**config.mk**
```make
export PLATFORM = sky130hd
export DESIGN_NAME = div_top
export DESIGN_NICKNAME = d
export VERILOG_FILES = /design/src/rtl/div_pkg.sv /design/src/rtl/div_ctrl.sv /design/src/rtl/div_top.sv
export SDC_FILE = /design/constraint.sdc
export NUM_CORES = 1
export LEC_CHECK = 0
export CORE_UTILIZATION = 25
export DETAILED_ROUTE_END_ITERATION = 8
export PLACE_DENSITY_LB_ADDON = 0.3
export SYNTH_ARGS = -nofsm -noshare
export SYNTH_HDL_FRONTEND = slang
export SYNTH_SLANG_ARGS = --single-unit
```
**constraint.sdc**
```tcl
create_clock -name clk -period 6.9 [get_ports clk]
set_input_delay 1.725 -clock clk [delete_from_list [all_inputs] [get_ports clk]]
set_output_delay 1.725 -clock clk [all_outputs]
set_load 0.1 [all_outputs]
```
**src/rtl/div_pkg.sv**
```systemverilog
// Shared types and constants for the sequential restoring divider.
package div_pkg;

   localparam int DIV_N    = 10;
   localparam int ITER_CNT = DIV_N;
   localparam int CNT_W    = 4;

   localparam logic [DIV_N-1:0] DIV0_Q = '1;

   typedef enum logic [1:0] {
      IDLE = 2'd0,
      LOAD = 2'd1,
      ITER = 2'd2,
      DONE = 2'd3
   } state_t;

endpackage

```
**src/rtl/div_ctrl.sv**
```systemverilog
// Divider sequencer: state machine plus iteration counter.
//
// state | meaning
// IDLE  | waiting for start; previous Q/ov still presented
// LOAD  | capture operands, clear datapath, detect divide-by-zero
// ITER  | one quotient bit per cycle, N cycles
// DONE  | result valid; held until start drops
module div_ctrl
   import div_pkg::*;
#(
   parameter int N = ITER_CNT
) (
   input  logic clk,
   input  logic rst,
   input  logic start,
   input  logic b_zero,
   output logic load,
   output logic iter,
   output logic busy,
   output logic valid
);

   localparam logic [CNT_W-1:0] LAST_CNT = CNT_W'(N - 1);

   state_t           state;
   state_t           state_nxt;
   logic [CNT_W-1:0] cnt;

   // State register.
   always_ff @(posedge clk) begin
      if (rst) begin
         state <= IDLE;
      end else begin
         state <= state_nxt;
      end
   end

   // Iteration counter: cleared on load, stepped once per iteration.
   always_ff @(posedge clk) begin
      if (rst) begin
         cnt <= '0;
      end else if (load) begin
         cnt <= '0;
      end else if (iter) begin
         cnt <= cnt + 1'b1;
      end
   end

   // Next-state and strobe decode.
   always_comb begin
      state_nxt = state;
      load      = 1'b0;
      iter      = 1'b0;
      busy      = 1'b0;
      valid     = 1'b0;
      case (state)
         IDLE: begin
            if (start) begin
               state_nxt = LOAD;
            end
         end
         LOAD: begin
            load      = 1'b1;
            busy      = 1'b1;
            state_nxt = b_zero ? DONE : ITER;
         end
         ITER: begin
            iter = 1'b1;
            busy = 1'b1;
            if (cnt == LAST_CNT) begin
               state_nxt = DONE;
            end
         end
         DONE: begin
            valid = 1'b1;
            if (!start) begin
               state_nxt = IDLE;
            end
         end
         default: state_nxt = IDLE;
      endcase
   end

endmodule

```
**src/rtl/div_top.sv**
```systemverilog
// 10-bit unsigned restoring divider, one quotient bit per clock.
module div_top
   import div_pkg::*;
#(
   parameter int N = DIV_N
) (
   input  logic         clk,
   input  logic         rst,
   input  logic         start,
   input  logic [N-1:0] A,
   input  logic [N-1:0] B,
   output logic [N-1:0] Q,
   output logic         busy,
   output logic         valid,
   output logic         ov
);

   logic         load;
   logic         iter;
   logic [N-1:0] dvd;
   logic [N-1:0] dvs;
   // The partial remainder is always below the divisor, so its top bit of the
   // (N+1)-bit working value is always zero and is not stored.
   logic [N-1:0] rem;
   logic [N:0]   rem_sh;
   logic [N:0]   trial;

   div_ctrl #(.N(N)) u_ctrl (
      .clk    (clk),
      .rst    (rst),
      .start  (start),
      .b_zero (B == '0),
      .load   (load),
      .iter   (iter),
      .busy   (busy),
      .valid  (valid)
   );

   // Shifted remainder and trial subtraction for the current iteration.
   always_comb begin
      rem_sh = {rem, dvd[N-1]};
      trial  = rem_sh - {1'b0, dvs};
   end

   // Operand capture, remainder/quotient update, divide-by-zero flag.
   always_ff @(posedge clk) begin
      if (rst) begin
         dvd <= '0;
         dvs <= '0;
         rem <= '0;
         Q   <= '0;
         ov  <= 1'b0;
      end else if (load) begin
         dvd <= A;
         dvs <= B;
         rem <= '0;
         if (B == '0) begin
            Q  <= DIV0_Q;
            ov <= 1'b1;
         end else begin
            Q  <= '0;
            ov <= 1'b0;
         end
      end else if (iter) begin
         dvd <= {dvd[N-2:0], 1'b0};
         if (!trial[N]) begin
            rem <= trial[N-1:0];
            Q   <= {Q[N-2:0], 1'b1};
         end else begin
            rem <= rem_sh[N-1:0];
            Q   <= {Q[N-2:0], 1'b0};
         end
      end
   end

endmodule

```
==> impl_metrics.csv <==
group,metric,value,unit
timing,maxSlewViolCount,0,
drt,vias,2076,
floorplan,die_area,10600,µm²
floorplan,core_area,9860,µm²
drt,wire_per_inst,12.5,µm
cts,root_buffer,"clkbuf_8",
timing,finalHoldWorstSlack,0.475,ns
floorplan,rows,36,
logic_synthesis,synth-seq-cells,47,
logic_synthesis,synth_top_area_share,36.8,%
floorplan,pin_count,36,
logic_synthesis,syn_area,2560,µm²
floorplan,die_w,103,µm
timing,fin_crit_sh,63.5,%
logic_synthesis,syn_inst,285,
timing,fin_worst_skew,0.00530,ns
drt,dr.pass1.iters,4,
worst_setup_path,reg2reg_from,"u_ctrl.state[1]$_SDFFE_PP0P_",
finish,antennaDiodeCount,0,
flow_run,drv_cap,0,
logic_synthesis,synth.avg_cell_area,8.98,µm²
worst_setup_path,crit_start,"u_ctrl.state[0]$_SDFFE_PP0P_",
logic_synthesis,yosysTopAreaCell,"dfxtp_1",
worst_setup_path,path_max_fanout,42,
timing,setup_ws,2.52,ns
floorplan,initial_core_util,26.0,%
logic_synthesis,synth_warnings,0,
timing,setup_viol,0,
grt,grt_pass1_vias,2007,
timing,tns,0,ns
cts,htreeDepth,2,
cts,cts_setup_buffers,0,
power_and_ir_drop,vdd_drop_max,0.179,mV
worst_setup_path,crit_path_max_incr_delay,1.21,ns
worst_setup_path,setup.worst_path.start_class,"flip-flop",
cts,clock_latency,0.30,ns
finish,syn_to_final_growth,22.0,%
cts,cts_tree,"built",
cts,cts.path.max_buffers,2,
grt,grt_usage,11.2,%
grt,antenna_found_initial,0,
grt,grt_pass1_wl,9270,µm
grt,grt_max_degree,43,
drt,vias_per_cell,4.68,
drt,drt_iter0_drc,49,
power_and_ir_drop,power.density,541,nW/µm²
worst_setup_path,path_cells,"inv_1 -> ha_1 -> buf_4 -> clkdlybuf4s50_1",
timing,hold_violations,0,
drt,route.detailed.drc,0,
placed_design,io_buffers,35,
grt,grt_remaining_overflow,0,
timing,grt_setup_unrepaired,"false",
timing,relSlewSlack,32.6,%
finish,nets,352,
cts,path_clk_slew,0.09,ns
placed_design,dp_hpwl,3950,µm
worst_setup_path,crit_path_end_kind,"output port",
worst_setup_path,critPathKind,"reg2out",
logic_synthesis,synth_fp_nets,326,
worst_setup_path,cp_data_required_time,5.18,ns
drt,detail-route-antenna-nets,0,
finish,drive_above_1_share,5.47,%
power_and_ir_drop,power_leakage,1.11,nW
cts,hold_buffers,0,
floorplan,chipHeight,103,µm
outcome,status,"finished, final reports clean",
timing,fmax,0.228,GHz
placed_design,pre_cts_slack,2.87,ns
min_path,min_from,"ov$_SDFFE_PP0P_",
placed_design,place_congestion,0.795,
logic_synthesis,seq_area_frac_synth,36.8,%
timing,worst_pin_slew,1.01,ns
worst_setup_path,cp_data_arrival_time,2.66,ns
finish,final_cell_mix,"dfxtp_1 (47), nor2_1 (43), clkdlybuf4s50_1 (35), mux2i_1 (26), ha_1 (17)",
cts,cts_resized,0,
worst_setup_path,slowest_stage,"clkdlybuf4s50_1",
cts,cts.sinks,47,
timing,period_minus_slack,4.38,ns
logic_synthesis,synthTopCellsByArea,"dfxtp_1 (37%), mux2i_1 (10%), ha_1 (8.3%)",
logic_synthesis,yosysUniqueCellTypes,41,
min_path,min_path_type,"reg2reg",
finish,layout_commonest_cell,"dfxtp_1",
drt,wirelength,5560,µm
cts,cts_buffers,5,
## state kept, by name, indices dropped and copies added (netlist names)
name          flops
Q                10
dvd              10
dvs              10
ov                1
rem              10
u_ctrl.cnt        4
u_ctrl.state      2
## through the flow
| stage | power (mW) | utilization (%) | instances | instance area (µm²) |
|---|---|---|---|---|
| floorplan | 1.32 | - | 285 | 2560 |
| global placement | 1.48 | 30.6 | 437 | 3020 |
| detailed placement | 1.50 | 30.6 | 437 | 3020 |
| CTS | 1.71 | 31.7 | 444 | 3120 |
| global route | 1.83 | 31.7 | 444 | 3120 |
| finish | 1.69 | 31.7 | 444 | 3120 |
## synthesized netlist by cell type
library cell and instances:
nand3_1 5, dfxtp_1 47, or2_2 1, fa_1 1, nor4_1 1, ha_1 17, xor2_1 3, a211oi_2 1
clkbuf_1 16, xnor2_1 7, buf_6 1, and3_1 1, a221oi_1 1, a31o_2 1, o21ai_0 7, nor4b_1 1
nand2_2 1, nand2_1 2, or3_1 1, a31oi_1 1, nand4_1 2, o221a_2 1, a21oi_1 13, a21boi_0 1
a21o_1 4, a2111oi_2 1, a211oi_1 14, o41ai_1 1, buf_2 2, nor2b_1 2, nand2b_1 16, a311oi_1 10
o211ai_1 7, nor2_1 43, mux2i_1 26, a221oi_2 1, inv_1 14, o21a_1 1, nor3_1 3, nand4b_1 1
nand3b_1 6
## layer usage
metal,vias up,GRT usage [%],share of wire [%]
li1,1066,-,-
met1,985,13.9,48
met2,23,19.2,48
met3,2,2.42,2.7
met4,0,3.36,0.75
met5,-,0,0
## worst paths after layout
check	cells after the start	slack [ns]	to
max	4	2.52	busy
min	2	0.48	ov$_SDFFE_PP0P_
max reg2reg	8	3.99	u_ctrl.state[0]$_SDFFE_PP0P_
min reg2reg	2	0.48	ov$_SDFFE_PP0P_
## final cells by class
cell class	count	area [µm²]
Timing Repair Buffer	38	373
Tap cell	133	166
Clock buffer	5	68.8
Clock inverter	2	37.5
Sequential cell	47	941
Inverter	14	52.6
Multi-Input combinational cell	205	1490
Fill cell	1041	6740
## power by group
| group | switching [mW] | internal, mW | total, mW |
|---|---|---|---|
| Sequential | 0.0509 | 0.346 | 0.397 |
| Clock | 0.0925 | 0.106 | 0.198 |
| Combinational | 0.664 | 0.431 | 1.10 |
| Total | 0.808 | 0.883 | 1.69 |
## cell families (layout without fill, tap and decap cells)
| logic type | Yosys count | after routing | synth area share, % |
|---|---|---|---|
| compound gates | 65 | 65 | 18.6 |
| mux | 26 | 26 | 10.2 |
| buf+inv | 33 | 59 | 5.23 |
| xor+xnor | 10 | 10 | 3.42 |
| simple gates | 86 | 86 | 16.7 |
| fa+ha+maj | 18 | 18 | 9.09 |
| flops | 47 | 47 | 36.8 |
## worst max-delay path: cells and delay by family, from the launching register on
family,cells,cell delay [ns]
buf+inv,3,1.68
flops,1,0.38
fa+ha+maj,1,0.29
(Power assumes the default switching activity.)
==> variant 1: new RTL, same flow settings <==
The package constant `CNT_W` goes from 4 to 6.
--- a/src/rtl/div_pkg.sv
+++ b/src/rtl/div_pkg.sv
@@ -4,5 +4,5 @@
    localparam int DIV_N    = 10;
    localparam int ITER_CNT = DIV_N;
-   localparam int CNT_W    = 4;
+   localparam int CNT_W    = 6;
 
    localparam logic [DIV_N-1:0] DIV0_Q = '1;
Function: same outputs for any inputs over 10 cycles, from zero or initial values and one cycle with rst high; that may be too few to reach the edited logic, so the function may still have changed.
==> variant 1 against the original RTL <==
Sequential cell count rose by 2. Worst setup slack got worse by 0.034 ns. Critical path type unchanged. Synthesized area rose by 4.6%. Routed wire length rose by 3.6%. Cell area rose by 3.8%. First-iteration DRC count rose by 76%. Core utilization fell by 0.41 points. Sequential power rose by 6.5%. Power rose by 0.89%. Largest cell class unchanged.
==> variant 1: results (changes against the original RTL) <==
[timing]
fin_skew_ns=0.0139  ; +0.00864 ns
maxSlewHeadroom=0.338  ; +0.0118

[place]
place_inst=448  ; +2.5%
place_congestion=0.824  ; +3.6%
preCtsSetupSlack_ns=2.84  ; -0.0325 ns
dp_hpwl_um=4000  ; +1.3%
placed_cell_area_um2=3110  ; +3.0%

[floorplan]
num_rows=37  ; +2.8%

[worst_setup_path]
r2r_slack_ns=4.36  ; +0.37 ns
timing.rr.start=dvd[9]
r2r_end=rem[7]

[pwr]
p_total_w=0.00171  ; +0.89%
vdd_ir_drop_max_mv=0.155  ; -14%
internal-power_w=0.000900  ; +1.9%
p_comb_w=0.00104  ; -5%
p_leak_nw=1.15  ; +4.2%

[logic_synthesis]
avgSynthCellArea_um2=9.14  ; +1.7%
yosys-top-cells-count=dfxtp_1 (49), nor2_1 (43), mux2i_1 (27)
synthAdderAreaFrac=0.0869  ; -0.00399
syn_nets=334  ; +2.5%
synth.area.mux_share=0.101  ; -0.000727

[final_layout]
seq_share=0.303  ; +0.00142
multi_input_gates=211  ; +2.9%
fillerInstances=1116  ; +7.2%
drive_gt1_frac=0.0563  ; +0.00159
clkCellAreaFrac=0.0413  ; +0.00726
final_nets=360  ; +2.3%
multi_input_area_share=0.472  ; -0.00296
signal_buffer_area_fraction=0.115  ; -0.00433

[route]
routedWlPerCell_um=12.6  ; +0.85%
drt-vias-per-instance=4.67  ; about the same
wl_met3_um=119  ; -20%

[global_route]
grtUsageTotal=0.109  ; -0.00287

[run_status]
outcome=finished clean

[min_path]
min_to=dvd[0]

## variant 1: cell types whose count changed after synthesis, sizes merged
cell	unedited run	this run
nand4	2	3
nand2	3	4
dfxtp	47	49
buf	3	4
nor4b	1	2
o21ai	7	8
nand3b	6	5
mux2i	26	27
xor2	3	4
and4b	0	1
nor3	3	2
or3	1	2
clkbuf	16	15
## variant 1: cells by family (layout without fill, tap and decap cells)
kind of cell | Yosys count | in the layout
xor gates and xnor gates | 11 | 11
buffers and inverters | 33 | 60
adders and majority gates | 18 | 18
AOI/OAI and AO/OA | 66 | 66
DFF | 49 | 49
and+or+nand+nor | 89 | 89
muxes | 27 | 27
## variant 1: routing by layer
layer | global-route usage | vias up
li1 | - | 1105
met2 | 0.176 | 23
met5 | 0 | -
met4 | 0.0397 | 0
met3 | 0.0241 | 6
met1 | 0.141 | 996
## variant 1: worst max-delay path by stage
| stage | end |
|---|---|
| global route | busy |
| detailed placement | busy |
| floorplan | busy |
| CTS | busy |
| global placement | busy |
| finish | busy |
==> variant 2: new RTL, same flow settings <==
Made on the original files. Re-encode `state_t` (4 states) as one-hot, 4 bits wide.
--- a/src/rtl/div_pkg.sv
+++ b/src/rtl/div_pkg.sv
@@ -8,9 +8,9 @@
    localparam logic [DIV_N-1:0] DIV0_Q = '1;
 
-   typedef enum logic [1:0] {
-      IDLE = 2'd0,
-      LOAD = 2'd1,
-      ITER = 2'd2,
-      DONE = 2'd3
+   typedef enum logic [3:0] {
+      IDLE = 4'b0001,
+      LOAD = 4'b0010,
+      ITER = 4'b0100,
+      DONE = 4'b1000
    } state_t;
 
Check against the original RTL: same outputs for any inputs over 10 cycles, from zero or initial values and one cycle with rst high; not proved beyond that.
==> variant 2 against the original RTL <==
Routed wire length rose by 14%. Clock skew is 0.0029 ns higher. Sequential cell count is 2 higher. Cell area rose by 4.0%. Synthesized area rose by 4.9%. Global-route usage is 0.33 points higher. Critical path depth grew 1. Worst setup slack lost 0.13 ns. Maximum frequency shrank 2.8%.
Power is left out: it rests on default switching activity, and per cell area and clock period it moved more than threefold.
==> variant 2: results (changes against the original RTL) <==
[run_status]
outcome=finished clean

[final_layout]
nNonClkBuffers=39  ; +2.6%
final_nets=382  ; +8.5%
multi_input_area_share=0.472  ; -0.00349
drive_gt1_frac=0.0951  ; +0.0404
signal_buffer_area_fraction=0.117  ; -0.00224
seq_area_um2=981  ; +4.3%
n_all_inverters=18  ; +4
num-clock-buffers=7  ; +2
multi_input_gates=233  ; +14%
clkCellAreaFrac=0.0358  ; +0.00178
fillerInstances=1134  ; +8.9%

[logic_synthesis]
ys_ff_latch=49  ; +4.3%
seq_area_frac_synth=0.365  ; -0.00239
syn_nets=359  ; +10%
synth.area.top_cells=dfxtp_1 (37%), a21oi_1 (6.7%), ha_1 (5.6%), nand2_1 (5.2%), a22oi_1 (5.0%)
synth.area.mux_share=0.00838  ; -0.0933
synth_compound_area_frac=0.250  ; +0.0639
yosys-top-cells-count=dfxtp_1 (49), nand2_1 (37), a21oi_1 (36)

[worst_setup_path]
arrival_ns=2.78  ; +0.12 ns
r2r_end=rem[5]
worstPathMaxFanout=36  ; -14%
r2r_slack_ns=4.02  ; +0.03 ns
crit_path_start=u_ctrl.state[2]
timing.rr.start=dvd[9]
rr_worst_depth=10  ; +2

[timing]
tightest_slew_ns=1.00  ; -0.00771 ns
fin_skew_ns=0.00822  ; +0.00292 ns
fin_crit_sh=0.653  ; +0.0182

[place]
place_congestion=0.731  ; -8.1%
dp_hpwl_um=4450  ; +13%

[route]
drt_iter0_drc=83  ; +69%
wl_met2_um=2910  ; +8.2%
routed_wl_um=6370  ; +14%

[global_route]
grt_pass1_wl_um=10600  ; +14%
grtUsageTotal=0.115  ; +0.00331
grt_max_degree=38  ; -12%
grt_pass1_vias=2262  ; +13%

==> variant 2: changes by cell type after synthesis, moves of 7 or more <==
cell and change:
a21oi_1 +23, a311oi_1 -8, buf_2 +7, a22oi_1 +18, nand2b_1 -14, nor3_1 +7, nand2_1 +35, o211ai_1 -7
mux2i_1 -26, nand3_1 +12, a211oi_1 -10, nor2_1 -29
==> variant 2: how the worst min path moves through the flow <==
| stage | from | to | slack [ns] | cells after the start |
|---|---|---|---|---|
| floorplan | dvd[1] | dvd[1] | 0.44 | 2 |
| global placement | dvs[4] | dvs[4] | 0.44 | 2 |
| detailed placement | dvd[8] | dvd[8] | 0.45 | 2 |
| CTS | dvd[5] | dvd[5] | 0.46 | 2 |
| global route | dvd[3] | dvd[3] | 0.48 | 2 |
| finish | dvs[1] | dvs[1] | 0.46 | 2 |
==> variant 2: layer usage <==
layer / vias to the layer above / global-route usage
li1: 1206 / -
met1: 1149 / 0.153
met2: 42 / 0.193
met3: 4 / 0.0210
met4: 0 / 0.0238
met5: - / 0
==> variant 2: worst max-delay path, stage by stage (launching register included) <==
cell and delay (ns):
dfxtp_1 0.54, nor4b_4 0.25, buf_4 0.39, nor2_1 0.10, inv_1 0.07, clkdlybuf4s50_1 1.13
==> variant 2: metrics by stage <==
stage	area (um2)	util	std cells	setup WS (ns)
after global routing	3250	0.313	483	2.23
after floorplan	2690	-	323	2.57
after global placement	3130	0.302	475	2.76
after CTS	3250	0.313	483	2.38
final	3250	0.313	483	2.39
after detailed placement	3130	0.302	475	2.72
==> variant 2: cells by family (layout without fill, tap and decap cells) <==
kind of cell    after synthesis  count (layout)
simple gates                111             111
compound gates               99              99
flops                        49              49
buf+inv                      41              65
fa+ha+maj                    13              13
xor+xnor                      9               9
mux                           1               1
